File: src/rtl/uart_pkg.sv
// Shared definitions for the configurable UART receiver: FSM states,
// width limits and the layout of one receive-FIFO word.
package uart_pkg;

  typedef enum logic [2:0] {
    IDLE,
    START,
    DATA,
    PARITY,
    STOP,
    BREAK
  } rx_state_e;

  localparam int MIN_DATA_W = 5;
  localparam int MAX_DATA_W = 9;
  localparam int CFG_BITS_W = 4;

  // FIFO word = {data, parity_err, frame_err, break_det}, status in the low bits.
  localparam int W_BRK  = 0;
  localparam int W_FRM  = 1;
  localparam int W_PAR  = 2;
  localparam int W_DATA = 3;

  function automatic logic majority3(input logic a, input logic b, input logic c);
    return (a & b) | (a & c) | (b & c);
  endfunction

endpackage

File: src/rtl/uart_rx_cfg_if.sv
// Receive-side head-of-FIFO handshake: one character plus its status flags.
interface uart_rx_cfg_if #(
  parameter int DATA_W = 8
) ();
  logic              rx_valid;
  logic              rx_ready;
  logic [DATA_W-1:0] rx_data;
  logic              parity_err;
  logic              frame_err;
  logic              break_det;

  modport master (output rx_valid, rx_data, parity_err, frame_err, break_det,
                  input  rx_ready);
  modport slave  (input  rx_valid, rx_data, parity_err, frame_err, break_det,
                  output rx_ready);
endinterface

File: src/rtl/uart_rx_fifo.sv
// Synchronous first-word-fall-through FIFO with a sticky overrun flag
// that is set by a dropped push and cleared by the next pop.
module uart_rx_fifo #(
  parameter int WIDTH = 11,
  parameter int DEPTH = 4
) (
  input  logic                   clk,
  input  logic                   reset,
  input  logic                   push,
  input  logic [WIDTH-1:0]       push_data,
  input  logic                   pop,
  output logic                   head_valid,
  output logic [WIDTH-1:0]       head_data,
  output logic [$clog2(DEPTH):0] level,
  output logic                   overrun
);
  localparam int AW = $clog2(DEPTH);

  logic [WIDTH-1:0] mem_q [DEPTH];
  logic [AW-1:0]    wr_ptr_q, wr_ptr_d, rd_ptr_q, rd_ptr_d;
  logic [AW:0]      count_q, count_d;
  logic             overrun_q, overrun_d;
  logic             full, do_push, do_pop;

  always_comb begin
    full      = (count_q == (AW+1)'(DEPTH));
    do_pop    = pop && (count_q != '0);
    // A pop on the same edge frees the slot the push lands in.
    do_push   = push && (!full || do_pop);
    wr_ptr_d  = do_push ? wr_ptr_q + 1'b1 : wr_ptr_q;
    rd_ptr_d  = do_pop  ? rd_ptr_q + 1'b1 : rd_ptr_q;
    count_d   = count_q;
    if (do_push && !do_pop)      count_d = count_q + 1'b1;
    else if (!do_push && do_pop) count_d = count_q - 1'b1;
    overrun_d = overrun_q;
    if (do_pop)             overrun_d = 1'b0;
    else if (push && full)  overrun_d = 1'b1;
  end

  // NOTE: storage is deliberately not reset; count_q alone says which entries are live.
  always_ff @(posedge clk) begin
    if (do_push) mem_q[wr_ptr_q] <= push_data;
  end

  always_ff @(posedge clk) begin
    if (reset) begin
      wr_ptr_q  <= '0;
      rd_ptr_q  <= '0;
      count_q   <= '0;
      overrun_q <= 1'b0;
    end else begin
      wr_ptr_q  <= wr_ptr_d;
      rd_ptr_q  <= rd_ptr_d;
      count_q   <= count_d;
      overrun_q <= overrun_d;
    end
  end

  assign head_valid = (count_q != '0);
  assign head_data  = head_valid ? mem_q[rd_ptr_q] : '0;
  assign level      = count_q;
  assign overrun    = overrun_q;

endmodule

File: src/rtl/uart_rx_cfg.sv
// UART receiver with per-frame latched format, 3-sample majority voting,
// break detection and a small first-word-fall-through receive FIFO.
module uart_rx_cfg
  import uart_pkg::*;
#(
  parameter int DATA_W     = 8,
  parameter int OVS        = 16,
  parameter int FIFO_DEPTH = 4
) (
  input  logic                        clk,
  input  logic                        reset,
  input  logic                        oversample_tick,
  input  logic                        rx,
  input  logic [CFG_BITS_W-1:0]       cfg_data_bits,
  input  logic                        parity_en,
  input  logic                        parity_odd,
  input  logic                        cfg_stop2,
  uart_rx_cfg_if.master               rx_if,
  output logic                        overrun,
  output logic [$clog2(FIFO_DEPTH):0] fifo_level
);
  localparam int TW     = $clog2(OVS);
  localparam int WORD_W = DATA_W + W_DATA;
  localparam logic [TW-1:0] T_S0  = TW'(OVS/2 - 1);
  localparam logic [TW-1:0] T_S1  = TW'(OVS/2);
  localparam logic [TW-1:0] T_DEC = TW'(OVS/2 + 1);
  localparam logic [TW-1:0] T_END = TW'(OVS - 1);

  rx_state_e             state_q, state_d;
  logic [1:0]            sync_q, sync_d, fill_q, fill_d, samp_q, samp_d;
  logic                  seen_high_q, seen_high_d;
  logic [TW-1:0]         tick_q, tick_d, tick_nxt;
  logic [CFG_BITS_W-1:0] bit_q, bit_d, cfg_bits_q, cfg_bits_d;
  logic                  stop_idx_q, stop_idx_d, par_bit_q, par_bit_d;
  logic                  frame_err_q, frame_err_d;
  logic                  par_en_q, par_en_d, par_odd_q, par_odd_d, stop2_q, stop2_d;
  logic [DATA_W-1:0]     shift_q, shift_d, data_al;
  logic                  rx_s, maj, bit_end, push, head_valid;
  logic [WORD_W-1:0]     push_word, head_word;

  assign rx_s = sync_q[1];

  // NOTE: every _d gets its hold value first, so no branch can infer a latch.
  always_comb begin
    sync_d      = {sync_q[0], rx};
    fill_d      = {fill_q[0], 1'b1};
    // The reset value of the synchroniser must not count as having seen idle.
    seen_high_d = seen_high_q | (fill_q[1] & rx_s);
    state_d     = state_q;
    tick_d      = tick_q;
    samp_d      = samp_q;
    bit_d       = bit_q;
    stop_idx_d  = stop_idx_q;
    shift_d     = shift_q;
    par_bit_d   = par_bit_q;
    frame_err_d = frame_err_q;
    cfg_bits_d  = cfg_bits_q;
    par_en_d    = par_en_q;
    par_odd_d   = par_odd_q;
    stop2_d     = stop2_q;
    push        = 1'b0;
    push_word   = '0;
    maj         = majority3(samp_q[1], samp_q[0], rx_s);
    bit_end     = (tick_q == T_END);
    tick_nxt    = bit_end ? '0 : tick_q + 1'b1;
    data_al     = shift_q >> (DATA_W - int'(cfg_bits_q));

    if (oversample_tick) begin
      if (tick_q == T_S0) samp_d[1] = rx_s;
      if (tick_q == T_S1) samp_d[0] = rx_s;
      unique case (state_q)
        IDLE: if (!rx_s && seen_high_q) begin
          state_d     = START;
          tick_d      = TW'(1);
          bit_d       = '0;
          stop_idx_d  = 1'b0;
          shift_d     = '0;
          par_bit_d   = 1'b0;
          frame_err_d = 1'b0;
          par_en_d    = parity_en;
          par_odd_d   = parity_odd;
          stop2_d     = cfg_stop2;
          if (cfg_data_bits < CFG_BITS_W'(MIN_DATA_W))  cfg_bits_d = CFG_BITS_W'(MIN_DATA_W);
          else if (cfg_data_bits > CFG_BITS_W'(DATA_W)) cfg_bits_d = CFG_BITS_W'(DATA_W);
          else                                          cfg_bits_d = cfg_data_bits;
        end
        START: begin
          tick_d = tick_nxt;
          if (tick_q == T_DEC && maj) begin
            state_d = IDLE;
            tick_d  = '0;
          end else if (bit_end) begin
            state_d = DATA;
          end
        end
        DATA: begin
          tick_d = tick_nxt;
          // Bits enter at the top so the first (LSB) ends up lowest after alignment.
          if (tick_q == T_DEC) shift_d = {maj, shift_q[DATA_W-1:1]};
          if (bit_end) begin
            if (bit_q == cfg_bits_q - 1'b1) begin
              bit_d   = '0;
              state_d = par_en_q ? PARITY : STOP;
            end else begin
              bit_d = bit_q + 1'b1;
            end
          end
        end
        PARITY: begin
          tick_d = tick_nxt;
          if (tick_q == T_DEC) par_bit_d = maj;
          if (bit_end) state_d = STOP;
        end
        STOP: begin
          tick_d = tick_nxt;
          if (tick_q == T_DEC) begin
            if (!stop_idx_q && !maj && shift_q == '0 && !(par_en_q && par_bit_q)) begin
              push              = 1'b1;
              push_word[W_FRM]  = 1'b1;
              push_word[W_BRK]  = 1'b1;
              state_d           = BREAK;
              tick_d            = '0;
            end else if (stop_idx_q || !stop2_q) begin
              push                          = 1'b1;
              push_word[W_DATA +: DATA_W]   = data_al;
              push_word[W_PAR]              = par_en_q & (par_bit_q != ((^data_al) ^ par_odd_q));
              push_word[W_FRM]              = frame_err_q | !maj;
              state_d                       = IDLE;
              tick_d                        = '0;
            end else begin
              frame_err_d = !maj;
            end
          end else if (bit_end) begin
            stop_idx_d = 1'b1;
          end
        end
        BREAK: begin
          tick_d = rx_s ? tick_nxt : '0;
          if (rx_s && bit_end) state_d = IDLE;
        end
        default: begin
          state_d = IDLE;
          tick_d  = '0;
        end
      endcase
    end
  end

  // NOTE: state flops use <= so each one samples values from before the edge.
  always_ff @(posedge clk) begin
    if (reset) begin
      sync_q      <= 2'b11;
      fill_q      <= '0;
      seen_high_q <= 1'b0;
      state_q     <= IDLE;
      tick_q      <= '0;
      samp_q      <= '0;
      bit_q       <= '0;
      stop_idx_q  <= 1'b0;
      shift_q     <= '0;
      par_bit_q   <= 1'b0;
      frame_err_q <= 1'b0;
      cfg_bits_q  <= CFG_BITS_W'(DATA_W);
      par_en_q    <= 1'b0;
      par_odd_q   <= 1'b0;
      stop2_q     <= 1'b0;
    end else begin
      sync_q      <= sync_d;
      fill_q      <= fill_d;
      seen_high_q <= seen_high_d;
      state_q     <= state_d;
      tick_q      <= tick_d;
      samp_q      <= samp_d;
      bit_q       <= bit_d;
      stop_idx_q  <= stop_idx_d;
      shift_q     <= shift_d;
      par_bit_q   <= par_bit_d;
      frame_err_q <= frame_err_d;
      cfg_bits_q  <= cfg_bits_d;
      par_en_q    <= par_en_d;
      par_odd_q   <= par_odd_d;
      stop2_q     <= stop2_d;
    end
  end

  uart_rx_fifo #(.WIDTH(WORD_W), .DEPTH(FIFO_DEPTH)) u_fifo (
    .clk        (clk),
    .reset      (reset),
    .push       (push),
    .push_data  (push_word),
    .pop        (head_valid & rx_if.rx_ready),
    .head_valid (head_valid),
    .head_data  (head_word),
    .level      (fifo_level),
    .overrun    (overrun)
  );

  assign rx_if.rx_valid   = head_valid;
  assign rx_if.rx_data    = head_word[W_DATA +: DATA_W];
  assign rx_if.parity_err = head_word[W_PAR];
  assign rx_if.frame_err  = head_word[W_FRM];
  assign rx_if.break_det  = head_word[W_BRK];

endmodule

File: src/flat_wrapper.sv
// flat-port wrapper written by rule: the top's interface ports become plain ports
module uart_rx_cfg_flat import uart_pkg::*;
#(
  parameter int DATA_W     = 8,
  parameter int OVS        = 16,
  parameter int FIFO_DEPTH = 4
)
  (clk, reset, oversample_tick, rx, cfg_data_bits, parity_en, parity_odd, cfg_stop2, overrun, fifo_level, rx_if_rx_valid, rx_if_rx_data, rx_if_parity_err, rx_if_frame_err, rx_if_break_det, rx_if_rx_ready);
  uart_rx_cfg_if #(.DATA_W(DATA_W)) rx_if_i ();
  input  logic clk;
  input  logic reset;
  input  logic oversample_tick;
  input  logic rx;
  input  logic [CFG_BITS_W-1:0] cfg_data_bits;
  input  logic parity_en;
  input  logic parity_odd;
  input  logic cfg_stop2;
  output logic overrun;
  output logic [$clog2(FIFO_DEPTH):0] fifo_level;
  output wire logic [$bits(rx_if_i.rx_valid)-1:0] rx_if_rx_valid;
  output wire logic [$bits(rx_if_i.rx_data)-1:0] rx_if_rx_data;
  output wire logic [$bits(rx_if_i.parity_err)-1:0] rx_if_parity_err;
  output wire logic [$bits(rx_if_i.frame_err)-1:0] rx_if_frame_err;
  output wire logic [$bits(rx_if_i.break_det)-1:0] rx_if_break_det;
  input wire logic [$bits(rx_if_i.rx_ready)-1:0] rx_if_rx_ready;
  assign rx_if_rx_valid = rx_if_i.rx_valid;
  assign rx_if_rx_data = rx_if_i.rx_data;
  assign rx_if_parity_err = rx_if_i.parity_err;
  assign rx_if_frame_err = rx_if_i.frame_err;
  assign rx_if_break_det = rx_if_i.break_det;
  assign rx_if_i.rx_ready = rx_if_rx_ready;
  uart_rx_cfg #(.DATA_W(DATA_W), .OVS(OVS), .FIFO_DEPTH(FIFO_DEPTH)) u_core (.clk(clk), .reset(reset), .oversample_tick(oversample_tick), .rx(rx), .cfg_data_bits(cfg_data_bits), .parity_en(parity_en), .parity_odd(parity_odd), .cfg_stop2(cfg_stop2), .rx_if(rx_if_i), .overrun(overrun), .fifo_level(fifo_level));
endmodule
File: config.mk
export PLATFORM = sky130hd
export DESIGN_NAME = uart_rx_cfg_flat
export DESIGN_NICKNAME = d
export VERILOG_FILES = /design/src/rtl/uart_pkg.sv /design/src/rtl/uart_rx_cfg_if.sv /design/src/rtl/uart_rx_fifo.sv /design/src/rtl/uart_rx_cfg.sv /design/src/flat_wrapper.sv
export SDC_FILE = /design/constraint.sdc
export NUM_CORES = 1
export LEC_CHECK = 0
export BUFFER_PORTS_ARGS = -buffer_cell sky130_fd_sc_hd__clkbuf_2
export CORE_ASPECT_RATIO = 1.2
export CORE_MARGIN = 3
export CORE_UTILIZATION = 30
export DETAILED_ROUTE_END_ITERATION = 10
export GPL_TIMING_DRIVEN = 1
export RECOVER_POWER = 25
export SYNTH_ARGS = -nofsm -noshare
export SYNTH_HDL_FRONTEND = slang
export SYNTH_HIERARCHICAL = 1
export SYNTH_SLANG_ARGS = --single-unit
File: constraint.sdc
create_clock -name clk -period 3.8 [get_ports clk]
set_input_delay 0.19 -clock clk [delete_from_list [all_inputs] [get_ports clk]]
set_output_delay 0.19 -clock clk [all_outputs]
set_load 0.1 [all_outputs]
==> summary.txt, run 1 <==
GRT
  – Global-route wire length before repair: about 16 mm
  – Largest net degree at the start of global routing: between 40 and 50
  – Global-route layer with the greatest usage: met2
  – Vias in the first global route: 3161
  – M3 GR Usage: 2.23%
  – Final global-route overflow total: 0
  – Met1 GRT Util: 14.2%
  – Initial antenna violation count: 0
  – All-layer global routing usage: a little under an eighth
  – Fraction of met2 tracks used by global routing: 20.1%

Logic synthesis
  – Cells after synthesis: 424
  – Share of flip-flops with an asynchronous set or reset after synthesis: 0%
  – Register bit total from synthesis: 90
  – Post-Synthesis Mean Instance Area: roughly 11 um2
  – Number of nets in the synthesized netlist: between 400 and 500
  – Syn Std Cell Area: approximately 4600 um2
  – Fraction of the yosys area taken by sequential cells: 48.3%
  – Count of distinct cell types in the synthesized netlist: between 60 and 70
  – Number of warnings printed during yosys synthesis: 6
  – Main flop type after synthesis: dfxtp_1
  – Number of enable flip-flop cells after synthesis: between 40 and 50

Outcome
  – Status: complete, but fails checks
  – Violated checks: capacitance limit, slew limit

Clocking
  – Sink count of the clock tree: 90
  – Number of clock buffers inserted by TritonCTS: 9
  – Count of hold-fix buffers inserted at cts: 0
  – Deepest clock path buffer count: 2
  – CTS root buf: clkbuf_16
  – Clock-pin slew on the worst setup and hold paths: ~0.06 ns
  – Clock tree from TritonCTS: done
  – H-tree Lvls: 3
  – CTS-repair resized insts: 0
  – Clock latency at the later pin of the worst-skew pair: 0.34 ns
  – Post-CTS Setup Repair Bufs: 0

Floorplan
  – Placement row count: 49
  – Core Box Area: about 15000 um2
  – Starting utilization of the core area: approximately 31%
  – I/O pin count: 28
  – Floorplan die height: around 140 um
  – Total Die Area: 17000 um2
  – Chip width: about 120 um

Power
  – Maximum resistive drop on vdd: 0.216 mV
  – Leakage component of the power: ~1.7 nW
  – Areal power density over the cells: ~370 nW/um2
  – Total Power Consumption: 1.94 mW

Timing
  – Crit path setup slack, layout: slightly below 0.4 ns
  – Max Transition Viols Final: 55
  – Post-Route Hold Slack: between 0.02 and 0.03 ns
  – Unrepaired setup endpoints after global routing: false
  – Clock skew after layout: approximately 0.005 ns
  – Share of the cycle needed by the critical path after routing: between 80% and 90%
  – Maximum operating frequency: approximately 290 MHz
  – Minimum clock period: 3.40 ns
  – Headroom to the max-slew limit: -26.1%
  – Final-report setup violation count: 0
  – Post-Route Setup TNS: 0 ns
  – Transition time at the pin with the least slew margin: between 1.5 and 2 ns
  – Fin. Hold Viols: 0

Cells and area
  – Number of filler instances in the final layout: about 1.5k
  – Sequential cell area: around 2200 um2
  – Number of inserted diodes: 0
  – Post-layout utilization of the core: between 30% and 40%
  – Share of cells above drive strength 1: between 10% and 20%
  – Synthesis-to-layout area growth: 12.5%
  – Area of the multi-input gates: around 2200 um2
  – Commonest cells after routing, fill and taps aside: 46 x dfxtp_1, 45 x nor2_1, 44 x edfxtp_1
  – Leading cell type in the layout, fill and taps excluded: dfxtp_1
  – Number of nets in the layout: ~470
  – Final cell area excluding filler cells: approximately 5200 um2
  – Number of cells in the finished layout apart from fillers: between 600 and 700

Placed design
  – Post-placement worst setup slack: about 0.45 ns
  – Gp weighted congestion: ~0.8
  – HPWL Detailed: approximately 7 mm
  – Count of port buffers added during placement: 27
  – Cells after DPL: ~640
  – Post-DP Area: ~4900 um2

Worst hold path
  – Type of the worst min-delay path: in2reg

Route
  – Iteration count of the initial detailed-routing pass: 4
  – Final WL: 9.56 mm
  – Vias: around 3.2k
  – Number of remaining DRC errors: 0
  – Starting DRC count in detailed routing: between 200 and 300
  – Per-cell via count in the routed design: ~4.9
  – Routed wire per std cell: ~15 um
  – Final ANT Viol Nets: 0

Worst setup path
  – Worst EP arrival: between 3 and 4 ns
  – Category of the worst setup path capture point: register
  – Largest fanout on the critical path: 9
  – Worst setup path class: reg2reg
  – Required arrival time at the worst endpoint: between 4 and 5 ns
  – Type of element launching the critical path: register

Run
  – Max-cap check violation count: 2
==> area by class of cell <==
| type | instances | share of cell area [%] |
|---|---|---|
| repair buffers | 31 | 3.04 |
| flip-flops and latches | 90 | 43.0 |
| clock buffers | 10 | 4.39 |
| multi-input cells | 299 | 42.4 |
| well taps | 204 | 4.89 |
| clock inverters | 6 | 1.25 |
| inverters | 15 | 1.08 |
==> critical path: stages (launching register included) <==
cell      delay, ns
dfxtp_1        0.38
o21ai_0        0.47
nand2b_1       0.24
and2_0         0.22
nor2_1         0.20
inv_1          0.11
a31oi_4        0.25
ha_1           0.25
inv_1          0.07
fa_1           0.45
xor2_1         0.19
or3_1          0.33
a21oi_1        0.14
==> cell usage after synthesis (6+ instances only) <==
library cell | n | area share, %
a21oi_1 | 28 | 3.0
and2_1 | 11 | 1.5
buf_2 | 8 | 0.86
clkbuf_1 | 7 | 0.57
dfxtp_1 | 46 | 20
edfxtp_1 | 44 | 28
ha_1 | 10 | 2.7
inv_1 | 13 | 1.1
mux2i_1 | 17 | 3.7
mux4_2 | 11 | 5.3
nand2_1 | 35 | 2.8
nand3_1 | 13 | 1.4
nand4_1 | 6 | 0.81
nor2_1 | 45 | 3.6
nor2b_1 | 18 | 2.4
nor3_1 | 6 | 0.65
o21ai_0 | 10 | 1.1
xnor2_1 | 9 | 1.7
xor2_1 | 6 | 1.1
==> flip-flops by register name (all words and copies together), names as in the netlist, 2 cells and up, named ones only <==
| signal | flops |
|---|---|
| u_core/u_fifo/rd_ptr_q | 2 |
| u_core/shift_q | 8 |
| u_core/cfg_bits_q | 4 |
| u_core/sync_q | 2 |
| u_core/state_q | 3 |
| u_core/u_fifo/level | 3 |
| u_core/samp_q | 2 |
| u_core/bit_q | 4 |
| u_core/u_fifo/wr_ptr_q | 2 |
| u_core/fill_q | 2 |
| u_core/u_fifo/mem_q | 44 |
| u_core/tick_q | 4 |
==> metal layers <==
| metal | share of wire, % | wire length, um | up-vias |
|---|---|---|---|
| li1 | - | - | 1584 |
| met4 | 2.1 | 197 | 0 |
| met5 | 0 | 0 | - |
| met3 | 3.0 | 287 | 13 |
| met1 | 45 | 4310 | 1541 |
| met2 | 50 | 4760 | 47 |
==> path summary, 6_finish.rpt <==
kind,endpoint,slack [ns],depth (start not counted),from
max,u_core/u_fifo/level[2],0.40,12,u_core/sync_q[1]
min,u_core/sync_q[0],0.03,2,rx
max reg2reg,u_core/u_fifo/level[2],0.40,12,u_core/sync_q[1]
min reg2reg,u_core/sync_q[1],0.41,1,u_core/sync_q[0]
==> cells by family (layout without fill, tap and decap cells) <==
| group | Yosys count | count (layout) | share of synthesized area [%] |
|---|---|---|---|
| simple gates | 161 | 161 | 18.3 |
| flops | 90 | 90 | 48.3 |
| compound gates | 78 | 78 | 12.5 |
| buf+inv | 35 | 62 | 3.69 |
| mux | 31 | 31 | 10.1 |
| xor+xnor | 17 | 17 | 3.80 |
| fa+ha+maj | 12 | 12 | 3.34 |
==> where the power goes <==
group / internal, mW / switching (mW) / leakage, nW
Sequential: 1.01 / 0.00341 / 0.675
Clock: 0.511 / 0.372 / 0.139
Combinational: 0.0159 / 0.0259 / 0.851
Power figures use the tool's default switching activity.
==> run 2, diff against run 1 <==
--- a/config.mk
+++ b/config.mk
@@ -9,8 +9,11 @@
 export CORE_ASPECT_RATIO = 1.2
 export CORE_MARGIN = 3
 export CORE_UTILIZATION = 30
+export CTS_CLUSTER_DIAMETER = 40
 export DETAILED_ROUTE_END_ITERATION = 10
 export GPL_TIMING_DRIVEN = 1
+export MAX_ROUTING_LAYER = met4
+export PLACE_DENSITY_LB_ADDON = 0.3
 export RECOVER_POWER = 25
 export SYNTH_ARGS = -nofsm -noshare
 export SYNTH_HDL_FRONTEND = slang
==> run 2 against run 1 <==
Compared with the run above: the run still ends with capacitance limit, slew limit left; utilization is 0.24 points lower; worst hold slack better by 0.0037 ns; via count down 1.3%; clock skew grew 0.0026 ns; register-to-register slack improved by 0.18 ns; setup slack better by 0.18 ns; count of clock-buffer cells in the layout stayed put; non-clock buffer count up 1; flip-flop and latch count is the same; critical endpoint unchanged; largest cell class unchanged; highest routed layer unchanged.
==> summary.txt, run 2 (same netlist as run 1, synthesis figures left out) <==
Worst setup path
  – Category of the worst setup path capture point: register
  – Worst EP arrival: about 3.5 ns
  – Last element of the critical path: u_core/u_fifo/level[2]
  – Type of element launching the critical path: register
  – Minimum setup slack among reg-to-reg paths: just under 0.6 ns
  – Required arrival time at the worst endpoint: approximately 4.1 ns
  – Worst-path cell with the longest stage delay: o21ai_0
  – Worst setup path class: reg2reg
  – Depth of the worst register-to-register path: 12
  – Cell class contributing the biggest share of worst-path delay: simple AND/OR/NAND/NOR gates
  – CP Depth: 12
  – Buffers & Inverters on Critical Path: 2
  – Critical path, cell by cell: o21ai_0 -> nand2b_1 -> and2_0 -> nor2_1 -> inv_1 -> a31oi_4 -> ha_1 -> inv_1 -> fa_1 -> xor2_1 -> or3_1 -> a21oi_1
  – Delay of the slowest cell on the worst path: around 0.45 ns
  – Largest fanout on the critical path: 9
  – CP Launch Point: u_core/sync_q[1]
  – Destination of the worst register-to-register timing path: u_core/u_fifo/level[2]
  – FF-to-FF Start: u_core/sync_q[1]
  – CP dominant cell by count: inv_1

Timing
  – Share of the cycle needed by the critical path after routing: between 80% and 90%
  – Final-report setup violation count: 0
  – Fin. Hold Viols: 0
  – Maximum operating frequency: 310 MHz
  – Transition time at the pin with the least slew margin: 1.81 ns
  – Max Transition Viols Final: 44
  – Unrepaired setup endpoints after global routing: false
  – Headroom to the max-slew limit: -20.6%
  – Clock skew after layout: ~0.0075 ns
  – Post-Route Setup TNS: 0 ns
  – Minimum clock period: around 3.2 ns

Cells and area
  – Share of cells above drive strength 1: ~17%
  – Number of nets in the layout: between 400 and 500
  – Registers with the highest flip-flop counts: u_core/u_fifo/mem_q: 44 flops, u_core/shift_q: 8 flops
  – Final cell area excluding filler cells: roughly 5200 um2
  – Largest register FFs: 44
  – Number of cells in the finished layout apart from fillers: between 600 and 700
  – Leading cell type in the layout, fill and taps excluded: dfxtp_1
  – Number of inserted diodes: 0
  – Synthesis-to-layout area growth: 11.7%
  – Commonest cells after routing, fill and taps aside: 46 x dfxtp_1, 45 x nor2_1, 44 x edfxtp_1
  – Register containing the most flip-flops in the final layout: u_core/u_fifo/mem_q

Route
  – Number of remaining DRC errors: 0
  – Starting DRC count in detailed routing: roughly 180
  – Iteration count of the initial detailed-routing pass: 4
  – Vias: 3145
  – Final ANT Viol Nets: 0
  – Final WL: 9.31 mm
  – Per-cell via count in the routed design: between 4 and 5
  – Routed wire per std cell: approximately 14 um

Outcome
  – Status: complete, but fails checks
  – Violated checks: capacitance limit, slew limit

Clocking
  – Deepest clock path buffer count: 2
  – Clock tree from TritonCTS: done
  – CTS-repair resized insts: 0
  – Post-CTS Setup Repair Bufs: 0
  – Number of clock buffers inserted by TritonCTS: 9
  – Clock-pin slew on the worst setup and hold paths: approximately 0.070 ns
  – Sink count of the clock tree: 90
  – CTS root buf: clkbuf_16
  – H-tree Lvls: 3
  – Clock latency at the later pin of the worst-skew pair: approximately 0.34 ns
  – Count of hold-fix buffers inserted at cts: 0

Placed design
  – Gp weighted congestion: 0.824
  – Cells after DPL: 640
  – Post-DP Area: ~5000 um2
  – Count of port buffers added during placement: 27
  – HPWL Detailed: roughly 6.7 mm

GRT
  – Initial antenna violation count: 0
  – Final global-route overflow total: 0
  – All-layer global routing usage: between 10% and 20%
  – Largest net degree at the start of global routing: 44
  – Vias in the first global route: ~3.1k
  – Global-route wire length before repair: 15.7 mm

Floorplan
  – Core Box Area: 15100 um2
  – Floorplan die height: between 100 and 150 um
  – Total Die Area: around 17000 um2
  – Chip width: 120 um
  – Placement row count: approximately 50
  – I/O pin count: 28
  – Starting utilization of the core area: a little under a third

Power
  – Maximum resistive drop on vdd: 0.157 mV
  – Total Power Consumption: between 1.5 and 2 mW
  – Leakage component of the power: between 1.5 and 2 nW
  – Areal power density over the cells: between 300 and 400 nW/um2

Run
  – Max-cap check violation count: 1

Worst hold path
  – Type of the worst min-delay path: in2reg
==> run 2: metal layers <==
metal | up-vias | part of all wire [%] | GRT usage (%) | routed length [um]
li1 | 1577 | - | - | -
met5 | - | 0 | - | 0
met2 | 54 | 50 | 19.5 | 4640
met4 | 0 | 1.9 | 5.07 | 173
met3 | 11 | 3.0 | 2.23 | 283
met1 | 1503 | 45 | 14.3 | 4210
==> run 2: final cells by class <==
| class | count | area, um2 |
|---|---|---|
| clock buffers | 10 | 229 |
| clock inverters | 6 | 42.5 |
| fillers | 1533 | 9900 |
| inverters | 15 | 56.3 |
| multi-input cells | 299 | 2200 |
| flip-flops and latches | 90 | 2240 |
| well taps | 204 | 255 |
| repair buffers | 32 | 161 |
==> run 2: power by group <==
part,internal (mW),switching [mW],total [mW]
Combinational,0.0158,0.0252,0.0410
Sequential,1.01,0.00336,1.01
Clock,0.444,0.369,0.813
Total,1.47,0.397,1.87
==> run 2: worst min-delay path by stage <==
| stage | cells past startpoint | endpoint | from |
|---|---|---|---|
| 2_1_floorplan | 1 | u_core/fill_q[0] | reset |
| 5_1_grt | 2 | u_core/sync_q[0] | rx |
| 3_5_place_dp | 2 | u_core/sync_q[0] | rx |
| 3_3_place_gp | 2 | u_core/sync_q[0] | rx |
| 6_report | 2 | u_core/sync_q[0] | rx |
| 4_1_cts | 2 | u_core/sync_q[0] | rx |
==> run 2: through the flow <==
| step | hold WS (ns) | utilization, % | setup WS (ns) |
|---|---|---|---|
| floorplan | 0.265 | - | 0.0791 |
| global placement | 0.372 | 32.8 | 0.719 |
| detailed placement | 0.374 | 32.8 | 0.626 |
| CTS | 0.0166 | 34.6 | 0.609 |
| global route | 0.0225 | 34.4 | 0.258 |
| finish | 0.0299 | 34.4 | 0.578 |
